$ cat config.mk
export PLATFORM = sky130hd
export DESIGN_NAME = video_line_fetcher
export DESIGN_NICKNAME = d
export VERILOG_FILES = /design/src/rtl/video_line_fetcher_pkg.sv /design/src/rtl/video_line_fetcher_sync_fifo_flush.sv /design/src/rtl/video_line_fetcher.sv
export SDC_FILE = /design/constraint.sdc
export NUM_CORES = 1
export LEC_CHECK = 0
export BUFFER_PORTS_ARGS = -buffer_cell sky130_fd_sc_hd__clkbuf_2
export CAP_MARGIN = 20
export CORE_MARGIN = 5
export CORE_UTILIZATION = 25
export DETAILED_ROUTE_END_ITERATION = 7
export PLACE_DENSITY_LB_ADDON = 0.05
export SLEW_MARGIN = 20
export SYNTH_ARGS = -nofsm -noshare
export SYNTH_HDL_FRONTEND = slang
export SYNTH_SLANG_ARGS = --single-unit
$ cat constraint.sdc
create_clock -name clk_logic -period 14.6 [get_ports clk_logic]
set_input_delay 2.92 -clock clk_logic [delete_from_list [all_inputs] [get_ports clk_logic]]
set_output_delay 2.92 -clock clk_logic [all_outputs]
set_load 0.1 [all_outputs]
$ cat src/rtl/video_line_fetcher_pkg.sv
// Shared definitions for the video line fetcher.
//   fetch_state_t      : fetch FSM state encoding
//   VIDEO_WORD_ADDR_W  : width of the in-bank SDRAM word address
//   pack_word_addr()   : builds the 21-bit SDRAM word address {5'b0, bank, word}
package video_fetch_pkg;

   typedef enum logic [1:0] {
      IDLE  = 2'd0,
      REQ   = 2'd1,
      WAIT  = 2'd2,
      FLUSH = 2'd3
   } fetch_state_t;

   localparam int VIDEO_WORD_ADDR_W = 15;
   localparam int MEM_ADDR_W        = 21;

   // word_addr is the Apple byte address with bit 0 already dropped
   function automatic logic [MEM_ADDR_W-1:0] pack_word_addr(
      input logic                         bank,
      input logic [VIDEO_WORD_ADDR_W-1:0] word_addr
   );
      return {5'b0, bank, word_addr};
   endfunction

endpackage

$ cat src/rtl/video_line_fetcher_sync_fifo_flush.sv
// Synchronous FIFO with single-cycle flush and registered first-word-fall-through
// output. The head entry is held in dout/valid registers, so a word pushed into an
// empty FIFO is visible on the cycle after the push.
//   clk, reset : clock and synchronous active-high reset
//   flush      : empty the FIFO this cycle (wins over push/pop)
//   push, din  : write a word
//   pop        : consume the head word (ignored when valid is low)
//   dout, valid: head word and its presence
//   count      : current occupancy
module sync_fifo_flush #(
   parameter int WIDTH = 33,
   parameter int DEPTH = 8,
   localparam int AW = $clog2(DEPTH),
   localparam int CW = AW + 1
) (
   input  logic             clk,
   input  logic             reset,
   input  logic             flush,
   input  logic             push,
   input  logic [WIDTH-1:0] din,
   input  logic             pop,
   output logic [WIDTH-1:0] dout,
   output logic             valid,
   output logic [CW-1:0]    count
);

   logic [WIDTH-1:0] mem [DEPTH];
   logic [AW-1:0]    rd_ptr;
   logic [AW-1:0]    wr_ptr;
   logic [AW-1:0]    rd_ptr_nx;
   logic [CW-1:0]    count_q;
   logic [CW-1:0]    cnt_after_pop;
   logic [CW-1:0]    count_nx;
   logic             valid_q;
   logic [WIDTH-1:0] dout_q;
   logic             do_pop;
   logic             do_push;

   always_comb begin
      do_pop        = pop && valid_q;
      do_push       = push && ((count_q != CW'(DEPTH)) || do_pop);
      cnt_after_pop = count_q - CW'(do_pop);
      count_nx      = cnt_after_pop + CW'(do_push);
      rd_ptr_nx     = rd_ptr + AW'(do_pop);
   end

   always_ff @(posedge clk) begin
      if (reset || flush) begin
         rd_ptr  <= '0;
         wr_ptr  <= '0;
         count_q <= '0;
         valid_q <= 1'b0;
         dout_q  <= '0;
      end else begin
         if (do_push)
            wr_ptr <= wr_ptr + AW'(1);
         rd_ptr  <= rd_ptr_nx;
         count_q <= count_nx;
         valid_q <= (count_nx != '0);
         // The new head is either the incoming word (FIFO drained) or the
         // entry already stored behind the popped one.
         if (cnt_after_pop == '0) begin
            if (do_push)
               dout_q <= din;
         end else begin
            dout_q <= mem[rd_ptr_nx];
         end
      end
   end

   always_ff @(posedge clk) begin
      if (do_push && !reset && !flush)
         mem[wr_ptr] <= din;
   end

   assign dout  = dout_q;
   assign valid = valid_q;
   assign count = count_q;

endmodule

$ cat src/rtl/video_line_fetcher.sv
// Fetches one scanline of shadow video memory from the SDRAM video port and
// streams the 32-bit words (two Apple bytes, main/aux interleaved) to the renderer.
//   clk_logic, reset         : clock, synchronous active-high reset
//   line_start_i             : start a line fetch (aborts any fetch in progress)
//   base_addr_i, bank_i      : Apple byte address of the line and SDRAM bank
//   count_i                  : words to fetch, 0..MAX_WORDS
//   mem_rd_o, mem_addr_o     : read request and word address to the SDRAM port
//   mem_ready_i              : request accepted this cycle
//   mem_valid_i, mem_q_i     : returned read data
//   out_valid_o/ready_i      : output stream handshake
//   out_data_o, out_last_o   : fetched word and end-of-line marker
//   busy_o                   : fetch in progress or words still buffered
//
// state | meaning
// IDLE  | no fetch active
// REQ   | mem_rd_o high until accepted, or mem_rd_o low waiting for FIFO room
// WAIT  | request accepted, waiting for its data
// FLUSH | request of an aborted line outstanding; its data will be dropped
module video_line_fetcher #(
   parameter int FIFO_DEPTH = 8,
   parameter int MAX_WORDS  = 64,
   localparam int CNT_W = $clog2(MAX_WORDS + 1)
) (
   input  logic             clk_logic,
   input  logic             reset,
   input  logic             line_start_i,
   input  logic [15:0]      base_addr_i,
   input  logic             bank_i,
   input  logic [CNT_W-1:0] count_i,
   output logic             mem_rd_o,
   output logic [20:0]      mem_addr_o,
   input  logic             mem_ready_i,
   input  logic             mem_valid_i,
   input  logic [31:0]      mem_q_i,
   output logic             out_valid_o,
   input  logic             out_ready_i,
   output logic [31:0]      out_data_o,
   output logic             out_last_o,
   output logic             busy_o
);

   import video_fetch_pkg::*;

   localparam int FCW = $clog2(FIFO_DEPTH) + 1;

   fetch_state_t                 state;
   logic [VIDEO_WORD_ADDR_W-1:0] cur_addr;
   logic                         cur_bank;
   logic [CNT_W-1:0]             remaining;
   logic                         discard;
   logic                         mem_rd_q;
   logic [20:0]                  mem_addr_q;

   logic [VIDEO_WORD_ADDR_W-1:0] new_addr;
   logic [VIDEO_WORD_ADDR_W-1:0] next_addr;
   logic [VIDEO_WORD_ADDR_W-1:0] sel_addr;
   logic                         sel_bank;
   logic [CNT_W-1:0]             sel_count;
   logic                         push;
   logic                         push_last;
   logic                         pop;
   logic [FCW-1:0]               fifo_count;
   logic [FCW-1:0]               occ_next;
   logic                         room;
   logic [32:0]                  fifo_dout;
   logic                         fifo_valid;
   logic                         unused_base_lsb;

   assign unused_base_lsb = base_addr_i[0];

   always_comb begin
      new_addr  = base_addr_i[15:1];
      next_addr = cur_addr + VIDEO_WORD_ADDR_W'(1);
      // Line parameters in force after this cycle: a line start overrides.
      sel_addr  = line_start_i ? new_addr  : cur_addr;
      sel_bank  = line_start_i ? bank_i    : cur_bank;
      sel_count = line_start_i ? count_i   : remaining;
      // Data arriving together with a line start belongs to the old line.
      push      = (state == WAIT) && mem_valid_i && !line_start_i;
      push_last = (remaining == CNT_W'(1));
      pop       = fifo_valid && out_ready_i;
      // Occupancy as of next cycle; a request is only issued when the word it
      // returns is guaranteed a slot.
      if (line_start_i)
         occ_next = '0;
      else
         occ_next = fifo_count + FCW'(push) - FCW'(pop);
      room = (occ_next < FCW'(FIFO_DEPTH));
   end

   always_ff @(posedge clk_logic) begin
      if (reset) begin
         state      <= IDLE;
         cur_addr   <= '0;
         cur_bank   <= 1'b0;
         remaining  <= '0;
         discard    <= 1'b0;
         mem_rd_q   <= 1'b0;
         mem_addr_q <= '0;
      end else begin
         if (line_start_i) begin
            cur_addr  <= new_addr;
            cur_bank  <= bank_i;
            remaining <= count_i;
         end
         case (state)
            IDLE: begin
               if (line_start_i && (count_i != '0)) begin
                  state      <= REQ;
                  mem_rd_q   <= room;
                  mem_addr_q <= pack_word_addr(bank_i, new_addr);
               end
            end
            REQ: begin
               if (mem_rd_q) begin
                  // A presented request is never withdrawn; an abort only
                  // marks its data for dropping.
                  if (mem_ready_i) begin
                     mem_rd_q <= 1'b0;
                     discard  <= 1'b0;
                     state    <= (discard || line_start_i) ? FLUSH : WAIT;
                  end else if (line_start_i) begin
                     discard <= 1'b1;
                  end
               end else if (line_start_i) begin
                  if (count_i == '0) begin
                     state <= IDLE;
                  end else begin
                     mem_rd_q   <= room;
                     mem_addr_q <= pack_word_addr(bank_i, new_addr);
                  end
               end else if (room) begin
                  mem_rd_q   <= 1'b1;
                  mem_addr_q <= pack_word_addr(cur_bank, cur_addr);
               end
            end
            WAIT: begin
               if (line_start_i) begin
                  if (mem_valid_i) begin
                     state      <= (count_i == '0) ? IDLE : REQ;
                     mem_rd_q   <= (count_i != '0) && room;
                     mem_addr_q <= pack_word_addr(bank_i, new_addr);
                  end else begin
                     state <= FLUSH;
                  end
               end else if (mem_valid_i) begin
                  remaining <= remaining - CNT_W'(1);
                  cur_addr  <= next_addr;
                  if (push_last) begin
                     state <= IDLE;
                  end else begin
                     state      <= REQ;
                     mem_rd_q   <= room;
                     mem_addr_q <= pack_word_addr(cur_bank, next_addr);
                  end
               end
            end
            FLUSH: begin
               if (mem_valid_i) begin
                  state      <= (sel_count == '0) ? IDLE : REQ;
                  mem_rd_q   <= (sel_count != '0) && room;
                  mem_addr_q <= pack_word_addr(sel_bank, sel_addr);
               end
            end
            default: begin
               state    <= IDLE;
               mem_rd_q <= 1'b0;
            end
         endcase
      end
   end

   sync_fifo_flush #(
      .WIDTH (33),
      .DEPTH (FIFO_DEPTH)
   ) u_fifo (
      .clk   (clk_logic),
      .reset (reset),
      .flush (line_start_i),
      .push  (push),
      .din   ({push_last, mem_q_i}),
      .pop   (out_ready_i),
      .dout  (fifo_dout),
      .valid (fifo_valid),
      .count (fifo_count)
   );

   assign mem_rd_o    = mem_rd_q;
   assign mem_addr_o  = mem_addr_q;
   assign out_valid_o = fifo_valid;
   assign out_data_o  = fifo_dout[31:0];
   assign out_last_o  = fifo_dout[32];
   assign busy_o      = (state != IDLE) || fifo_valid;

endmodule

* Word-level counts from Yosys, hierarchy flattened
Memory sizes are Yosys's and may differ from the RTL's.
Index checks and enable logic that the tools add are counted.
** Storage, ports and cells
- Bits in read-only memories :: 0
- Latch bits :: 0
- Output and inout port bits :: 57
- Bits in registers :: 92
- Memories :: 1
- Memory bits (writable) :: 264
** Memory list
- u_fifo.mem :: depth 8, width 33, rd ports 1, clocked after Yosys merged registers in 0, write ports 1, line video_line_fetcher_sync_fifo_flush.sv:27 : logic [WIDTH-1:0] mem [DEPTH];
** Operators by class
- Div/mod/pow operators :: 0
- Reduce and logical (&&, ||, !) cells :: 28
- $mul :: 0
- Add/sub/neg operators :: 8
- Equality and inequality tests :: 17
- Mux-type cells :: 53
- $lt $le $gt $ge :: 1
- Bitwise gates (word level) :: 0
- Shifts and indexed selects :: 0
** Operator list (count)
- $mux 21 :: 10
- $pmux 21 s4 :: 1
- $mux 33 :: 2
- $mux 15 :: 4
- $mux 7 :: 4
- $ne 3x3->1 const B :: 7
- $mux 1 :: 20
- $mux 2 :: 9
- $add 15x1->15 const B :: 1
- $logic_not 7->1 :: 2
- $reduce_bool 7->1 :: 2
- $logic_and 1x1->1 :: 9
- $add 4x1->4 :: 2
- $ne 2x2->1 const B :: 4
- $pmux 2 s4 :: 1
- $sub 4x1->4 :: 2
- $eq 7x1->1 const B :: 1
- $reduce_and 7->1 :: 1
- $sub 7x1->7 const B :: 1
- $reduce_and 6->1 :: 1
- $eq 2x2->1 const B :: 2
- $logic_not 4->1 :: 1
- $logic_or 1x1->1 :: 4
- $lt 4x4->1 const B :: 1
- other kinds (13) :: 15

* Logic depth before layout (Yosys ltp)
Gate-level depths: netlist of the first run.
- Depth after elaboration :: 11
- Gate-level depth with buffers :: 12
- Depth with buffers taken out :: 10

* Cells and area by module
Synthesis of the first run repeated with hierarchy kept, for this count alone.
** Second synthesis, totals
- Cell total of the unflattened synthesis :: 1022
- Area total of the unflattened synthesis :: 14800.4 µm²
** Modules (own cells, without submodules)
- sync_fifo_flush :: seq. area each 8808.4 µm², area an instance 11848.9 µm², cells each 636, instances 1
- video_line_fetcher :: seq. area each 860.8 µm², area an instance 2951.6 µm², cells each 386, instances 1

* Least setup slack after synthesis of the first run
Ideal clock, no wire load.
- Path kind :: input-to-reg
- Start :: input port out_ready_i
- End :: memory u_fifo.mem[6][0] (enable)
- Setup slack :: 7.883 ns
- Library setup time :: 0.471 ns
- Stages on the path :: 5
- Data required time :: 14.129 ns
- Arrival :: 6.246 ns
- Cells stage by stage :: nand2_2 -> a311oi_4 -> buf_4 -> nand3_1 -> nor3b_1
** On the way
- Longest elaborated chain between the ends :: 7
** RTL lines
- start, declared :: line video_line_fetcher.sv:36 : input logic out_ready_i,
- $logic_and 1x1->1 :: line video_line_fetcher_sync_fifo_flush.sv:40 : do_pop = pop && valid_q;
- $logic_or 1x1->1 :: line video_line_fetcher_sync_fifo_flush.sv:41 : do_push = push && ((count_q != CW'(DEPTH)) || do_pop);
- $logic_and 1x1->1 :: line video_line_fetcher_sync_fifo_flush.sv:41
- net u_fifo.do_push :: line video_line_fetcher_sync_fifo_flush.sv:37 : logic do_push;
- $logic_and 1x1->1 (2 in a row) :: line video_line_fetcher_sync_fifo_flush.sv:72 : if (do_push && !reset && !flush)
- $mux 1 :: line video_line_fetcher_sync_fifo_flush.sv:72
- $mux 1 (implied by the code) :: line video_line_fetcher_sync_fifo_flush.sv:73 : mem[wr_ptr] <= din;
- end, declared :: line video_line_fetcher_sync_fifo_flush.sv:27
The timed path passes the listed nets, and every way through them passes these cells.

* Worst setup path in the final report of the first run
- Start :: input port mem_valid_i
- End :: memory u_fifo.mem[7][32] (enable)
** On the way
- Longest elaborated chain between the ends :: 7
** RTL lines
- start, declared :: line video_line_fetcher.sv:33 : input logic mem_valid_i,
- $logic_and 1x1->1 (2 in a row) :: line video_line_fetcher.sv:79 : push = (state == WAIT) && mem_valid_i && !line_start_i;
- $logic_and 1x1->1 :: line video_line_fetcher_sync_fifo_flush.sv:41
- $logic_and 1x1->1 (2 in a row) :: line video_line_fetcher_sync_fifo_flush.sv:72
- $mux 1 :: line video_line_fetcher_sync_fifo_flush.sv:72
- $mux 1 (implied by the code) :: line video_line_fetcher_sync_fifo_flush.sv:73
Every way passes these cells.

==> flow_metrics.py, run 1 <==
metrics = {
    "sta": {
        "fmax_mhz": 170,
        "rsz0062_at_grt": "no",
        "relSlewSlack": 0.384,
        "fin_crit_sh": 0.402,
        "post-route-min-period_ps": 5870,
        "clock_skew_ps": 21.7,
        "tightest_slew_ps": 920,
        "hold_viol": 0,
        "setup_viol": 0,
        "setup_tns_ps": 0,
        "drv_slew": 0,
    },
    "grt": {
        "gr-total-overflow": 0,
        "grt_max_degree": 42,
        "use_met1": 0.163,
        "grt_pass1_wl_um": 61400,
        "track_usage": 0.123,
        "antenna_found_initial": 3,
        "busiest_layer": "met2",
        "grt_util_met2": 0.206,
        "grt_pass1_vias": 9240,
        "grt_use_met3": 0.0271,
    },
    "routing": {
        "viasPerCell": 4.55,
        "totalWireLength_um": 40700,
        "firstDrtPassIters": 4,
        "drc": 0,
        "via_count": 8610,
        "first_iter_violations": 342,
        "detail_route.wl_per_cell_um": 21.5,
        "detail-route-antenna-nets": 0,
    },
    "cts": {
        "cts_hold_buf": 0,
        "cts-buffers-inserted": 44,
        "cts_sinks": 351,
        "postCtsSetupRepairBufs": 0,
        "cts_resized": 0,
        "clock_latency_ps": 560,
        "htree_levels": 2,
        "clkSlewWorstSetupHoldPaths_ps": 50,
        "root_buffer": "clkbuf_16",
        "ctsLongestPathBuffers": 3,
        "cts_tree": "built",
    },
    "pwr": {
        "p_switching_mw": 0.622,
        "p_seq_frac": 0.466,
        "p_leak_nw": 5.72,
        "p_total_mw": 2.36,
        "p_int_mw": 1.74,
        "sw_frac_of_total": 0.263,
        "peakVddDrop_mv": 0.0686,
        "combPwrFrac": 0.100,
        "power_density_nw_per_um2": 133,
        "p_clk_frac": 0.434,
    },
    "place": {
        "place_hpwl_um": 22700,
        "port_buffers": 112,
        "gp_congestion": 0.696,
    },
    "layout": {
        "drive_gt1_frac": 0.314,
        "nNetsFinal": 1152,
        "syn_to_final_growth_pct": 18.3,
        "ff_latch_area_um2": 9670,
        "final_common_cell": "edfxtp_1",
        "fillers": 6023,
        "layout_common_cells": "edfxtp_1, clkbuf_2, dfxtp_1, mux4_2, nor2_1",
        "multi_input_area_um2": 5030,
    },
    "worst_setup_path": {
        "critical_path_class": "in2reg",
        "critPathCaptureType": "flop",
        "worstSetupStartpointType": "primary input",
        "worstPathArrival_ps": 6070,
        "crit_path_max_fanout": 38,
        "required_ps": 14800,
    },
    "synth": {
        "async_flop_share": 0,
        "synth_ff_type": "edfxtp_1",
        "synth_edf_count": 264,
        "yosysSeqAreaShare": 0.641,
        "syn_area_um2": 15100,
        "synth_warnings": 0,
        "synthCells": 961,
        "syn_area_per_cell_um2": 15.7,
        "synth_seq_cells": 351,
        "ys_types": 70,
    },
    "floorplan": {
        "die_x_um": 256,
        "ioPinCount": 119,
        "die_h_um": 256,
        "die_area_um2": 65300,
        "initial_core_util": 0.251,
        "fp.coreArea_um2": 60000,
        "row_count": 90,
    },
    "flow_run": {
        "cap_violations": 0,
    },
    "hold_path": {
        "hp-class": "reg2reg",
    },
    "outcome": {
        "status": "complete, no violations",
    },
}
synth_stat cells (all sizes together) (17+ instances only):
cell	n	area (um2)
a211oi	74	761
a21oi	41	235
buf	53	384
clkbuf	18	67.6
dfxtp	87	1740
edfxtp	264	7930
mux2i	40	400
mux4	66	1490
nand2	34	148
nand3	20	100
nor2	58	225
nor2b	35	219
xnor2	17	149
through the flow:
stage | setup WS [ps] | hold slack (ps) | cell area, um2 | utilization | cells
after floorplan | 7880 | 460 | 15100 | - | 965
after global placement | 8040 | 447 | 16500 | 0.274 | 1812
after detailed placement | 8030 | 453 | 16500 | 0.274 | 1812
after CTS | 8640 | 462 | 17800 | 0.297 | 1892
after global routing | 8530 | 476 | 17800 | 0.297 | 1892
final | 8730 | 457 | 17800 | 0.297 | 1893
flip-flops by register name, indices dropped and copies added (netlist names):
signal and cells:
u_fifo.count 4, u_fifo.mem 264, u_fifo.dout 33, discard 1, remaining 7, u_fifo.valid 1, u_fifo.rd_ptr 3, cur_addr 15
state 2, cur_bank 1, mem_rd_o 1, u_fifo.wr_ptr 3, mem_addr_o 16
cell type report:
class | instances | share of cell area
inverter | 12 | 0.00253
clock inverter | 20 | 0.00891
tap | 782 | 0.0549
timing repair buffer | 136 | 0.0415
multi-input combinational | 531 | 0.282
sequential | 351 | 0.542
clock buffer | 60 | 0.0679
antenna | 1 | 0.000140
critical path, cell delays in order:
cell	delay [ps]
clkbuf_2	180
nand3b_4	190
a311oi_4	370
buf_4	750
nand3_1	480
nor2_4	650
buf_4	500
worst paths after layout:
check | start | end | slack (ps) | cells after the start
max | mem_valid_i | u_fifo.mem[7][32] | 8730 | 7
min | mem_addr_o[7] | mem_addr_o[7] | 460 | 2
max reg2reg | state[1] | u_fifo.mem[7][32] | 10600 | 7
min reg2reg | mem_addr_o[7] | mem_addr_o[7] | 460 | 2
kinds of logic (layout without fill, tap and decap cells):
group	count (synthesis)	count (layout)	synth area share
AOI/OAI and AO/OA	172	172	0.0975
xor gates and xnor gates	33	33	0.0192
adders and majority gates	14	14	0.0116
buffers and inverters	83	228	0.0329
DFF	351	351	0.641
muxes	107	107	0.126
other	1	6	0.000249
and+or+nand+nor	200	200	0.0714
power groups by stage:
stage | logic, mW | registers (mW) | clock network, mW
2_1_floorplan | 0.107 | 1.20 | 0
3_3_place_gp | 0.242 | 1.12 | 0
3_5_place_dp | 0.241 | 1.12 | 0
4_1_cts | 0.242 | 1.10 | 1.08
5_1_grt | 0.253 | 1.10 | 1.12
6_report | 0.237 | 1.10 | 1.03
layer usage:
| metal | part of all wire | vias to the layer above |
|---|---|---|
| li1 | - | 3983 |
| met1 | 0.46 | 4426 |
| met2 | 0.48 | 140 |
| met3 | 0.037 | 55 |
| met4 | 0.018 | 6 |
| met5 | 0.0011 | - |
(Power assumes the default switching activity.)
==> run 2: changes to the inputs <==
Clock period 14.6 ns to 5.7 ns, I/O delays scaled along.
==> run 2 against run 1 <==
  * Setup slack lost 6600 ps
  * Register-to-register slack worse by 8400 ps
  * Hold slack improved by 4.2 ps
  * Via count is essentially flat
  * Highest routed layer unchanged
  * Utilization rose by 0.28 points
  * Total power increased to 2.6 times the previous value
  * Critical endpoint is now u_fifo.mem[7][9]
  * Clock skew about the same
  * Largest power group unchanged
  * Wire length is 0.56% higher
==> flow_metrics.py, run 2 (synthesis gave the netlist of run 1 again) <==
metrics = {
    "routing": {
        "first_iter_violations": 416,
        "detail-route-antenna-nets": 0,
        "detail_route.wl_per_cell_um": 21.5,
        "firstDrtPassIters": 4,
        "viasPerCell": 4.53,
        "drc": 0,
        "via_count": 8613,
        "totalWireLength_um": 40900,
    },
    "worst_setup_path": {
        "critPathCaptureType": "flop",
        "required_ps": 5950,
        "critical_path_class": "in2reg",
        "worstPathArrival_ps": 3820,
        "r2r_setup_slack_ps": 2250,
        "r2r-start": "state[1]",
        "worstSetupStartpointType": "primary input",
        "crit_path_max_fanout": 26,
        "ff2ff_path_depth": 6,
        "timing.rr.end": "u_fifo.mem[7][9]",
    },
    "sta": {
        "rsz0062_at_grt": "no",
        "tightest_slew_ps": 1010,
        "clock_skew_ps": 22.1,
        "setup_viol": 0,
        "drv_slew": 0,
        "fmax_mhz": 280,
        "hold_viol": 0,
        "post-route-min-period_ps": 3570,
        "setup_tns_ps": 0,
        "relSlewSlack": 0.327,
        "fin_hold_ws_ps": 461,
        "fin_crit_sh": 0.627,
    },
    "layout": {
        "largest_reg_flops": 264,
        "antenna_cells": 0,
        "layout_common_cells": "edfxtp_1, clkbuf_2, dfxtp_1, mux4_2, nor2_1",
        "final_cells": 1902,
        "fillers": 5988,
        "postLayoutCellArea_um2": 18000,
        "final_common_cell": "edfxtp_1",
        "ff_latch_area_um2": 9670,
        "multi_input_area_um2": 5020,
        "regMostFlops": "u_fifo.mem",
        "syn_to_final_growth_pct": 19.4,
        "drive_gt1_frac": 0.315,
        "utilization": 0.300,
        "nNetsFinal": 1161,
    },
    "pwr": {
        "power_density_nw_per_um2": 344,
        "p_leak_nw": 5.80,
        "peakVddDrop_mv": 0.209,
    },
    "grt": {
        "antenna_found_initial": 3,
        "grt_max_degree": 56,
        "gr-total-overflow": 0,
        "grt_pass1_vias": 9237,
        "grt_pass1_wl_um": 61400,
        "track_usage": 0.123,
    },
    "hold_path": {
        "hp-class": "reg2reg",
        "hold_depth": 2,
        "min_delay_worst_endpoint": "mem_addr_o[10]",
        "min_from": "mem_addr_o[10]",
    },
    "cts": {
        "root_buffer": "clkbuf_16",
        "ctsLongestPathBuffers": 3,
        "htree_levels": 2,
        "cts-buffers-inserted": 43,
        "postCtsSetupRepairBufs": 0,
        "cts_resized": 0,
        "clkSlewWorstSetupHoldPaths_ps": 60,
        "cts_hold_buf": 0,
        "clock_latency_ps": 570,
        "cts_tree": "built",
        "cts_sinks": 351,
    },
    "place": {
        "place_hpwl_um": 24600,
        "port_buffers": 112,
        "gp_congestion": 0.699,
        "post_dp_cell_area_um2": 16600,
        "dp_cells": 1822,
    },
    "floorplan": {
        "die_h_um": 256,
        "row_count": 90,
        "die_area_um2": 65300,
        "ioPinCount": 119,
        "die_x_um": 256,
        "initial_core_util": 0.251,
        "fp.coreArea_um2": 60000,
    },
    "flow_run": {
        "cap_violations": 0,
    },
    "outcome": {
        "status": "complete, no violations",
    },
}
run 2: layer usage:
layer / vias to the layer above / part of all wire / GRT usage / wire length [um]
met5: - / 0.00064 / 0 / 26
met4: 6 / 0.019 / 0.0339 / 790
met3: 60 / 0.034 / 0.0234 / 1370
met2: 133 / 0.49 / 0.205 / 19900
met1: 4406 / 0.46 / 0.164 / 18900
li1: 4008 / - / - / -
run 2: power breakdown:
part | total [mW] | internal, mW | switching [mW]
sequential | 2.82 | 2.79 | 0.0347
clock | 2.76 | 1.66 | 1.10
combinational | 0.611 | 0.142 | 0.469
total | 6.19 | 4.59 | 1.60
run 2: worst max-delay path by stage:
| stage | from | to | cells after the start |
|---|---|---|---|
| 3_5_place_dp | line_start_i | u_fifo.mem[7][17] | 5 |
| 3_3_place_gp | line_start_i | u_fifo.mem[7][15] | 5 |
| 5_1_grt | line_start_i | u_fifo.mem[7][2] | 5 |
| 4_1_cts | line_start_i | u_fifo.mem[7][16] | 5 |
| 2_1_floorplan | out_ready_i | u_fifo.mem[6][0] | 5 |
| 6_report | line_start_i | u_fifo.mem[7][9] | 5 |
run 2: through the flow:
step / setup slack (ps) / total power [mW]
finish: 2130 / 6.19
global route: 2040 / 6.45
CTS: 2090 / 6.31
detailed placement: 1490 / 3.50
global placement: 1450 / 3.50
floorplan: 763 / 3.34
run 2: critical path, stage by stage:
cell,delay [ps]
clkbuf_2,370
a311oi_4,840
nand3_1,430
nor2_4,720
buf_12,290
run 2: layout make-up:
| cell class | instances | share of cell area |
|---|---|---|
| Clock buffer | 66 | 0.0673 |
| Clock inverter | 14 | 0.0111 |
| Inverter | 12 | 0.00250 |
| Multi-Input combinational cell | 531 | 0.279 |
| Sequential cell | 351 | 0.537 |
| Tap cell | 782 | 0.0544 |
| Timing Repair Buffer | 146 | 0.0488 |
